==> src/rtl/uart_cmd_decoder.sv <==
// uart_cmd_decoder: pops ASCII command bytes from the RX FIFO, emits button-equivalent pulses and echo bytes
module uart_cmd_decoder #(
  parameter bit ECHO_EN = 1'b1,
  parameter logic [7:0] ERR_CHAR = 8'h3F
) (
  input  logic       clk,
  input  logic       rst,
  input  logic       rx_empty,
  input  logic [7:0] rx_data,
  output logic       rx_pop,
  input  logic       tx_full,
  output logic [7:0] tx_data,
  output logic       tx_push,
  output logic       mode_stpw,
  output logic       run_stop,
  output logic       clear,
  output logic       hour_up,
  output logic       min_up,
  output logic       sec_up,
  output logic       cmd_err
);
  typedef enum logic [1:0] {IDLE, FETCH, EXEC, ECHO} state_t;
  state_t state, state_nx;
  logic [7:0] cmd_reg, lc;
  logic is_m, is_r, is_c, is_h, is_n, is_s, is_nl, known, exec;
  // classify the held command; OR-ing 0x20 folds upper-case letters onto lower-case
  always_comb begin
    lc = cmd_reg | 8'h20;
    is_m = lc == 8'h6D;
    is_r = lc == 8'h72;
    is_c = lc == 8'h63;
    is_h = lc == 8'h68;
    is_n = lc == 8'h6E;
    is_s = lc == 8'h73;
    is_nl = cmd_reg == 8'h0D || cmd_reg == 8'h0A;
    known = is_m | is_r | is_c | is_h | is_n | is_s;
  end
  assign exec = state == EXEC;
  assign rx_pop = state == FETCH;
  assign tx_push = state == ECHO && !tx_full;
  assign run_stop = exec && is_r;
  assign clear = exec && is_c;
  assign hour_up = exec && is_h;
  assign min_up = exec && is_n;
  assign sec_up = exec && is_s;
  assign cmd_err = exec && !known && !is_nl;
  // next state: line terminators skip the echo, a full TX FIFO holds the echo
  always_comb begin
    state_nx = state;
    case (state)
      IDLE:    state_nx = rx_empty ? IDLE : FETCH;
      FETCH:   state_nx = EXEC;
      EXEC:    state_nx = (ECHO_EN && !is_nl) ? ECHO : IDLE;
      ECHO:    state_nx = tx_full ? ECHO : IDLE;
      default: state_nx = IDLE;
    endcase
  end
  // state, latched command, mode level and echo byte (prepared during EXEC so it is stable throughout ECHO)
  always_ff @(posedge clk or posedge rst) begin
    if (rst) begin
      state <= IDLE;
      cmd_reg <= 8'h00;
      mode_stpw <= 1'b0;
      tx_data <= 8'h00;
    end else begin
      state <= state_nx;
      if (state == FETCH) cmd_reg <= rx_data;
      if (exec && is_m) mode_stpw <= ~mode_stpw;
      if (exec && ECHO_EN && !is_nl) tx_data <= known ? cmd_reg : ERR_CHAR;
    end
  end
endmodule

==> config.mk <==
export PLATFORM = sky130hd
export DESIGN_NAME = uart_cmd_decoder
export DESIGN_NICKNAME = d
export VERILOG_FILES = /design/src/rtl/uart_cmd_decoder.sv
export SDC_FILE = /design/constraint.sdc
export NUM_CORES = 1
export LEC_CHECK = 0
export CAP_MARGIN = 15
export CORE_ASPECT_RATIO = 1.2
export CORE_MARGIN = 3
export CORE_UTILIZATION = 35
export CTS_CLUSTER_DIAMETER = 60
export DETAILED_ROUTE_END_ITERATION = 8
export GPL_ROUTABILITY_DRIVEN = 1
export PLACE_DENSITY = 0.73
export SYNTH_ARGS = -nofsm -noshare
export SYNTH_HDL_FRONTEND = slang
export SYNTH_SLANG_ARGS = --single-unit
==> constraint.sdc <==
create_clock -name clk -period 1.89 [get_ports clk]
set_input_delay 0.2835 -clock clk [delete_from_list [all_inputs] [get_ports clk]]
set_output_delay 0.2835 -clock clk [all_outputs]
set_load 0.005 [all_outputs]
==> flow_metrics.py, run 1 <==
metrics = {
    "status": {
        "outcome": "completed",
    },
    "route": {
        "num_vias": 861,
        "vias_per_cell": 4.977,
        "first_iter_violations": 14,
        "avgRoutedWirePerCell_um": 14.66,
        "wirelength_um": 2537,
        "drt-pass1-iter-count": 4,
        "drtAntennaViolNets": 0,
        "drc_errors": 0,
    },
    "timing": {
        "worst_clock_skew_ns": 0.01675,
        "slew_headroom": 0.8151,
        "final_hold_viol_count": 0,
        "slew_viol_final": 0,
        "post-route-period-util": 0.9995,
        "fmax_mhz": 529.4,
        "rsz0062_at_grt": "yes",
        "worst_pin_slew_ns": 0.2751,
        "period_minus_slack_ns": 1.889,
        "setup_viol": 0,
    },
    "synth": {
        "synth.avg_cell_area_um2": 10.51,
        "synthTopCellsByCount": "19 x dfrtp_1, 7 x inv_1, 7 x nand2_1",
        "yosysUniqueCellTypes": 26,
        "yosysMostFrequentCell": "dfrtp_1",
        "synthTopCellsByArea": "dfrtp_1 53%, mux2_2 6.3%, o32a_1 5.6%",
        "synth_top_area_share": 0.5322,
        "async_flop_share": 1.000,
        "synth_enable_flop_cells": 0,
        "yosys_warnings": 0,
        "synth_ff_type": "dfrtp_1",
        "syn-num-nets": 97,
        "syn_inst": 85,
        "seq_area_frac_synth": 0.5322,
        "syn_area_um2": 893.4,
        "ys_ff_latch": 19,
        "yosys.area.top_type": "dfrtp_1",
    },
    "power_and_ir_drop": {
        "p_sw_w": 0.0009125,
        "p_seq_frac": 0.305,
        "p_leak_nw": 0.6741,
        "power_frac_comb": 0.602,
        "switching_share": 0.3916,
        "ir_drop_v": 0.0009293,
        "power_frac_clock": 0.094,
        "power_density_mw_per_mm2": 1504,
        "internal-power_w": 0.001417,
    },
    "floorplan": {
        "fp-row-count": 19,
        "io_pins": 29,
        "dieArea_mm2": 0.003197,
        "core-area_mm2": 0.002354,
        "initial_core_util": 0.3796,
        "fp.dieH_um": 61.35,
        "die_width_um": 52.12,
    },
    "worst_setup_path": {
        "cp-end-kind": "primary output",
        "crit_arrival_ns": 1.61,
        "slowest_delay_ns": 0.47,
        "rrSetupSlack_ns": 0.12,
        "worstPathCellList": "buf_6 -> nand2b_1 -> o22ai_2 -> a21oi_2 -> o31a_1 -> buf_2",
        "crit_type": "reg -> out",
        "startpoint_type": "register",
        "required_ns": 1.61,
        "slowest_stage": "dfrtp_2",
        "critPathMaxFanout": 6,
    },
    "clocking": {
        "htree_levels": 1,
        "clk-insertion-delay-late_ns": 0.31,
        "clkSinkCount": 19,
        "cts_buffer_depth": 2,
        "cts_made_buffers": 3,
        "ctsHoldBuffers": 0,
        "cts_tree": "built",
        "clockRootBuffer": "clkbuf_4",
        "path_clk_slew_ns": 0.12,
    },
    "global_routing": {
        "grt_start_max_net_pins": 20,
        "track_usage": 0.1638,
        "antenna_found_initial": 0,
        "overflow": 0,
        "grt_pass1_wl_um": 3843,
        "grt_pass1_vias": 859,
    },
    "placed_design": {
        "placed_cell_area_mm2": 0.001345,
        "portBuffers": 28,
        "dp_cells": 160,
        "hpwlAfterDp_um": 1638,
        "place_congestion": 0.8113,
    },
    "layout": {
        "layout-drive-gt1-share": 0.4577,
        "stdcell_area_mm2": 0.001549,
        "syn_to_final_growth_pct": 73.39,
        "stdcell_count": 173,
        "fin_nets": 155,
        "fillers": 177,
        "diodes": 0,
    },
    "min_path": {
        "min_path_type": "in -> async",
    },
    "job": {
        "maxCapViolations": 0,
    },
}
power by group through the flow:
| stage | Clock [W] | Sequential (W) | Combinational [W] |
|---|---|---|---|
| global route | 0.000244 | 0.000729 | 0.00150 |
| global placement | 0 | 0.000670 | 0.00103 |
| finish | 0.000218 | 0.000710 | 0.00140 |
| CTS | 0.000224 | 0.000684 | 0.00117 |
| floorplan | 0 | 0.000665 | 0.000501 |
| detailed placement | 0 | 0.000678 | 0.00104 |
per-stage QoR:
stage	util	power, W	hold slack (ns)	worst slack, ns	setup TNS [ns]
3_3_place_gp	0.5715	0.001698	0.4585	-0.07076	-0.3097
4_1_cts	0.6093	0.002082	0.2864	-0.03031	-0.03031
6_report	0.6582	0.002330	0.2810	0.001020	0
3_5_place_dp	0.5715	0.001718	0.4722	-0.1035	-0.3250
2_1_floorplan	-	0.001167	0.2346	0.3754	0
5_1_grt	0.6582	0.002477	0.3221	-0.09553	-0.1497
layer usage:
metal	GRT usage	share of wire	vias to the layer above
met5	0	0	-
li1	-	-	417
met1	0.2000	0.41	421
met4	0.07491	0.0099	0
met3	0.03148	0.039	2
met2	0.2801	0.54	21
kinds of logic after synthesis:
logic type / Yosys count / share of synthesized area
and+or+nand+nor: 32 / 0.2003
DFF: 19 / 0.5322
AOI/OAI and AO/OA: 15 / 0.1275
buffers and inverters: 12 / 0.05742
muxes: 5 / 0.06302
xor gates and xnor gates: 2 / 0.01961
final timing paths:
kind | startpoint | endpoint | depth (start not counted)
setup / recovery | cmd_reg[2] | cmd_err | 6
hold / removal | rst | tx_data[7] | 3
setup reg to reg | cmd_reg[2] | state[0] | 7
hold reg to reg | mode_stpw | mode_stpw | 1
max in group asynchronous | rst | cmd_reg[2] | 3
min in group clk | mode_stpw | mode_stpw | 1
cell type report:
cell class,instances,area [um2],area share
Multi-Input combinational cell,54,483.0,0.3118
Clock inverter,1,7.507,0.004847
Inverter,7,26.28,0.01696
Timing Repair Buffer,58,491.7,0.3174
Tap cell,31,38.79,0.02504
Sequential cell,19,479.2,0.3094
Clock buffer,3,22.52,0.01454
critical path: cells and delay by family, from the launching register on:
kind / cells / cell delay, ns
DFF: 1 / 0.47
buffers and inverters: 2 / 0.28
AOI/OAI and AO/OA: 3 / 0.40
and+or+nand+nor: 1 / 0.16
cell usage in the layout (no fill, tap or decap), drive strengths merged, types with 2 or more instances in the layout:
cell type	Yosys	routed
nor2	4	4
nand2b	4	4
inv	7	7
o22ai	2	2
nor3	5	5
and3	2	2
clkbuf	0	3
o32a	5	5
buf	5	36
o21ai	4	4
dfrtp	19	19
mux2	5	5
clkdlybuf4s50	0	20
nand2	7	7
nor4	4	4
repair_timing:
item / in CTS / in global routing
gates resized for setup: 35 / 18
endpoints found under the setup margin: 7 / 7
setup buffers: 5 / 4
pin swaps: 8 / 7
gates cloned: 0 / 0
(Power assumes the default switching activity.)
==> run 2, diff against run 1 <==
Settings changed: RECOVER_POWER from default to 25.
==> run 2 against run 1 <==
Compared with the run above: clock-buffer cell count stayed put; register-to-register slack hardly changed; sequential share of layout area is 0.075 points higher; cell area is 0.24% lower; global-route usage stayed put; critical path depth stayed put; cell count stayed put; critical path type unchanged; largest cell class unchanged; highest routed layer unchanged.
==> flow_metrics.py, run 2 (synthesized netlist as in run 1, its figures left out) <==
metrics = {
    "status": {
        "outcome": "completed",
    },
    "global_routing": {
        "grt_start_max_net_pins": 20,
        "antenna_found_initial": 0,
        "track_usage": 0.1638,
        "overflow": 0,
        "grt_pass1_vias": 859,
        "grt_pass1_wl_um": 3843,
    },
    "timing": {
        "worst_pin_slew_ns": 1.041,
        "setup_viol": 0,
        "period_minus_slack_ns": 1.889,
        "hold_slack_ns": 0.4844,
        "rsz0062_at_grt": "yes",
        "fmax_mhz": 529.4,
        "tns_ns": 0,
        "setup_ws_ns": 0.001020,
        "final_hold_viol_count": 0,
        "slew_headroom": 0.3063,
        "worst_clock_skew_ns": 0.01675,
        "post-route-period-util": 0.9995,
        "slew_viol_final": 0,
    },
    "route": {
        "drt-pass1-iter-count": 4,
        "wirelength_um": 2537,
        "num_vias": 861,
        "drc_errors": 0,
        "maxUsedRoutingLayer": "met4",
        "met1Wirelength_um": 1030,
        "dr_wl_met2_um": 1381,
        "first_iter_violations": 14,
        "avgRoutedWirePerCell_um": 14.66,
        "drtAntennaViolNets": 0,
        "wl_met3_um": 98,
        "vias_per_cell": 4.977,
    },
    "layout": {
        "layout.cells.most_common_list": "25 x buf_4, 19 x clkdlybuf4s50_1, 16 x dfrtp_1",
        "diodes": 0,
        "final_common_cell": "buf_4",
        "stdcell_area_mm2": 0.001545,
        "fillers": 179,
        "syn_to_final_growth_pct": 72.97,
        "layout-drive-gt1-share": 0.4507,
        "fin_nets": 155,
    },
    "clocking": {
        "ctsHoldBuffers": 0,
        "cts_tree": "built",
        "clockRootBuffer": "clkbuf_4",
        "clkSinkCount": 19,
        "path_clk_slew_ns": 0.10,
        "htree_levels": 1,
        "cts_made_buffers": 3,
        "cts_buffer_depth": 2,
        "clk-insertion-delay-late_ns": 0.31,
    },
    "min_path": {
        "min_path_type": "reg -> reg",
        "holdPathEnd": "mode_stpw",
        "holdPathStages": 1,
        "hp-start": "mode_stpw",
    },
    "worst_setup_path": {
        "reg2regPathDepth": 7,
        "crit_type": "reg -> out",
        "worstPathCellList": "buf_6 -> nand2b_1 -> o22ai_2 -> a21oi_2 -> o31a_1 -> buf_2",
        "required_ns": 1.61,
        "slowest_stage": "dfrtp_2",
        "rr_endpoint": "state[0]",
        "cp-end-kind": "primary output",
        "critPathMaxFanout": 6,
        "startpoint_type": "register",
        "slowest_delay_ns": 0.47,
        "rrSetupSlack_ns": 0.12,
        "reg2reg_from": "cmd_reg[2]",
        "crit_arrival_ns": 1.61,
    },
    "job": {
        "maxCapViolations": 0,
    },
    "floorplan": {
        "fp.dieH_um": 61.35,
        "fp-row-count": 19,
        "die_width_um": 52.12,
        "dieArea_mm2": 0.003197,
        "core-area_mm2": 0.002354,
        "io_pins": 29,
        "initial_core_util": 0.3796,
    },
    "placed_design": {
        "place_congestion": 0.8113,
        "placed_cell_area_mm2": 0.001345,
        "portBuffers": 28,
        "dp_slack_ns": -0.1035,
        "hpwlAfterDp_um": 1638,
    },
    "power_and_ir_drop": {
        "power_frac_clock": 0.094,
        "power_density_mw_per_mm2": 1507,
        "switching_share": 0.3919,
        "ir_drop_v": 0.0009293,
        "p_seq_frac": 0.305,
        "internal-power_w": 0.001416,
        "p_sw_w": 0.0009124,
        "power_frac_comb": 0.601,
        "p_leak_nw": 0.6707,
    },
}
-- run 2: how the worst max path moves through the flow --
stage                from  endpoint  cells past startpoint
3_3_place_gp   cmd_reg[7]  run_stop                      5
3_5_place_dp   cmd_reg[7]  run_stop                      5
4_1_cts        cmd_reg[4]   cmd_err                      5
6_report       cmd_reg[2]   cmd_err                      6
2_1_floorplan  cmd_reg[4]   cmd_err                      4
5_1_grt        cmd_reg[3]   cmd_err                      5
-- run 2: cell type report --
| class | instances | area [um2] | share of cell area |
|---|---|---|---|
| timing repair buffer | 58 | 488.0 | 0.3158 |
| clock inverter | 1 | 7.507 | 0.004858 |
| sequential | 19 | 479.2 | 0.3101 |
| inverter | 7 | 26.28 | 0.01700 |
| tap | 31 | 38.79 | 0.02510 |
| multi-input combinational | 54 | 483.0 | 0.3126 |
| clock buffer | 3 | 22.52 | 0.01457 |
-- run 2: repair_timing --
item | in CTS | in global routing
hold endpoints to repair | 0 | 0
resized for setup | 35 | 18
endpoints found under the setup margin | 7 | 7
setup buffers | 5 | 4
pin swaps | 8 | 7
-- run 2: critical path, delay by kind of cell (launching register included) --
family | cells | cell delay, ns
flip-flops | 1 | 0.47
AO/OA/AOI/OAI | 3 | 0.40
buffers and inverters | 2 | 0.28
AND/OR/NAND/NOR | 1 | 0.16
-- run 2: per-layer routing --
layer  track usage  vias to the layer above
met4       0.07491                        0
met1        0.2000                      421
met5             0                        -
met3       0.03148                        2
li1              -                      417
met2        0.2801                       21
-- run 2: per-stage QoR --
step           cells  total power [W]    util
2_1_floorplan     85         0.001167       -
3_3_place_gp     160         0.001698  0.5715
3_5_place_dp     160         0.001718  0.5715
4_1_cts          169         0.002082  0.6093
5_1_grt          173         0.002475  0.6566
6_report         173         0.002328  0.6566
-- run 2: power groups by stage --
stage | sequential, W | clock [W] | combinational [W]
3_5_place_dp | 0.000678 | 0 | 0.00104
5_1_grt | 0.000729 | 0.000244 | 0.00150
3_3_place_gp | 0.000670 | 0 | 0.00103
6_report | 0.000710 | 0.000218 | 0.00140
2_1_floorplan | 0.000665 | 0 | 0.000501
4_1_cts | 0.000684 | 0.000224 | 0.00117
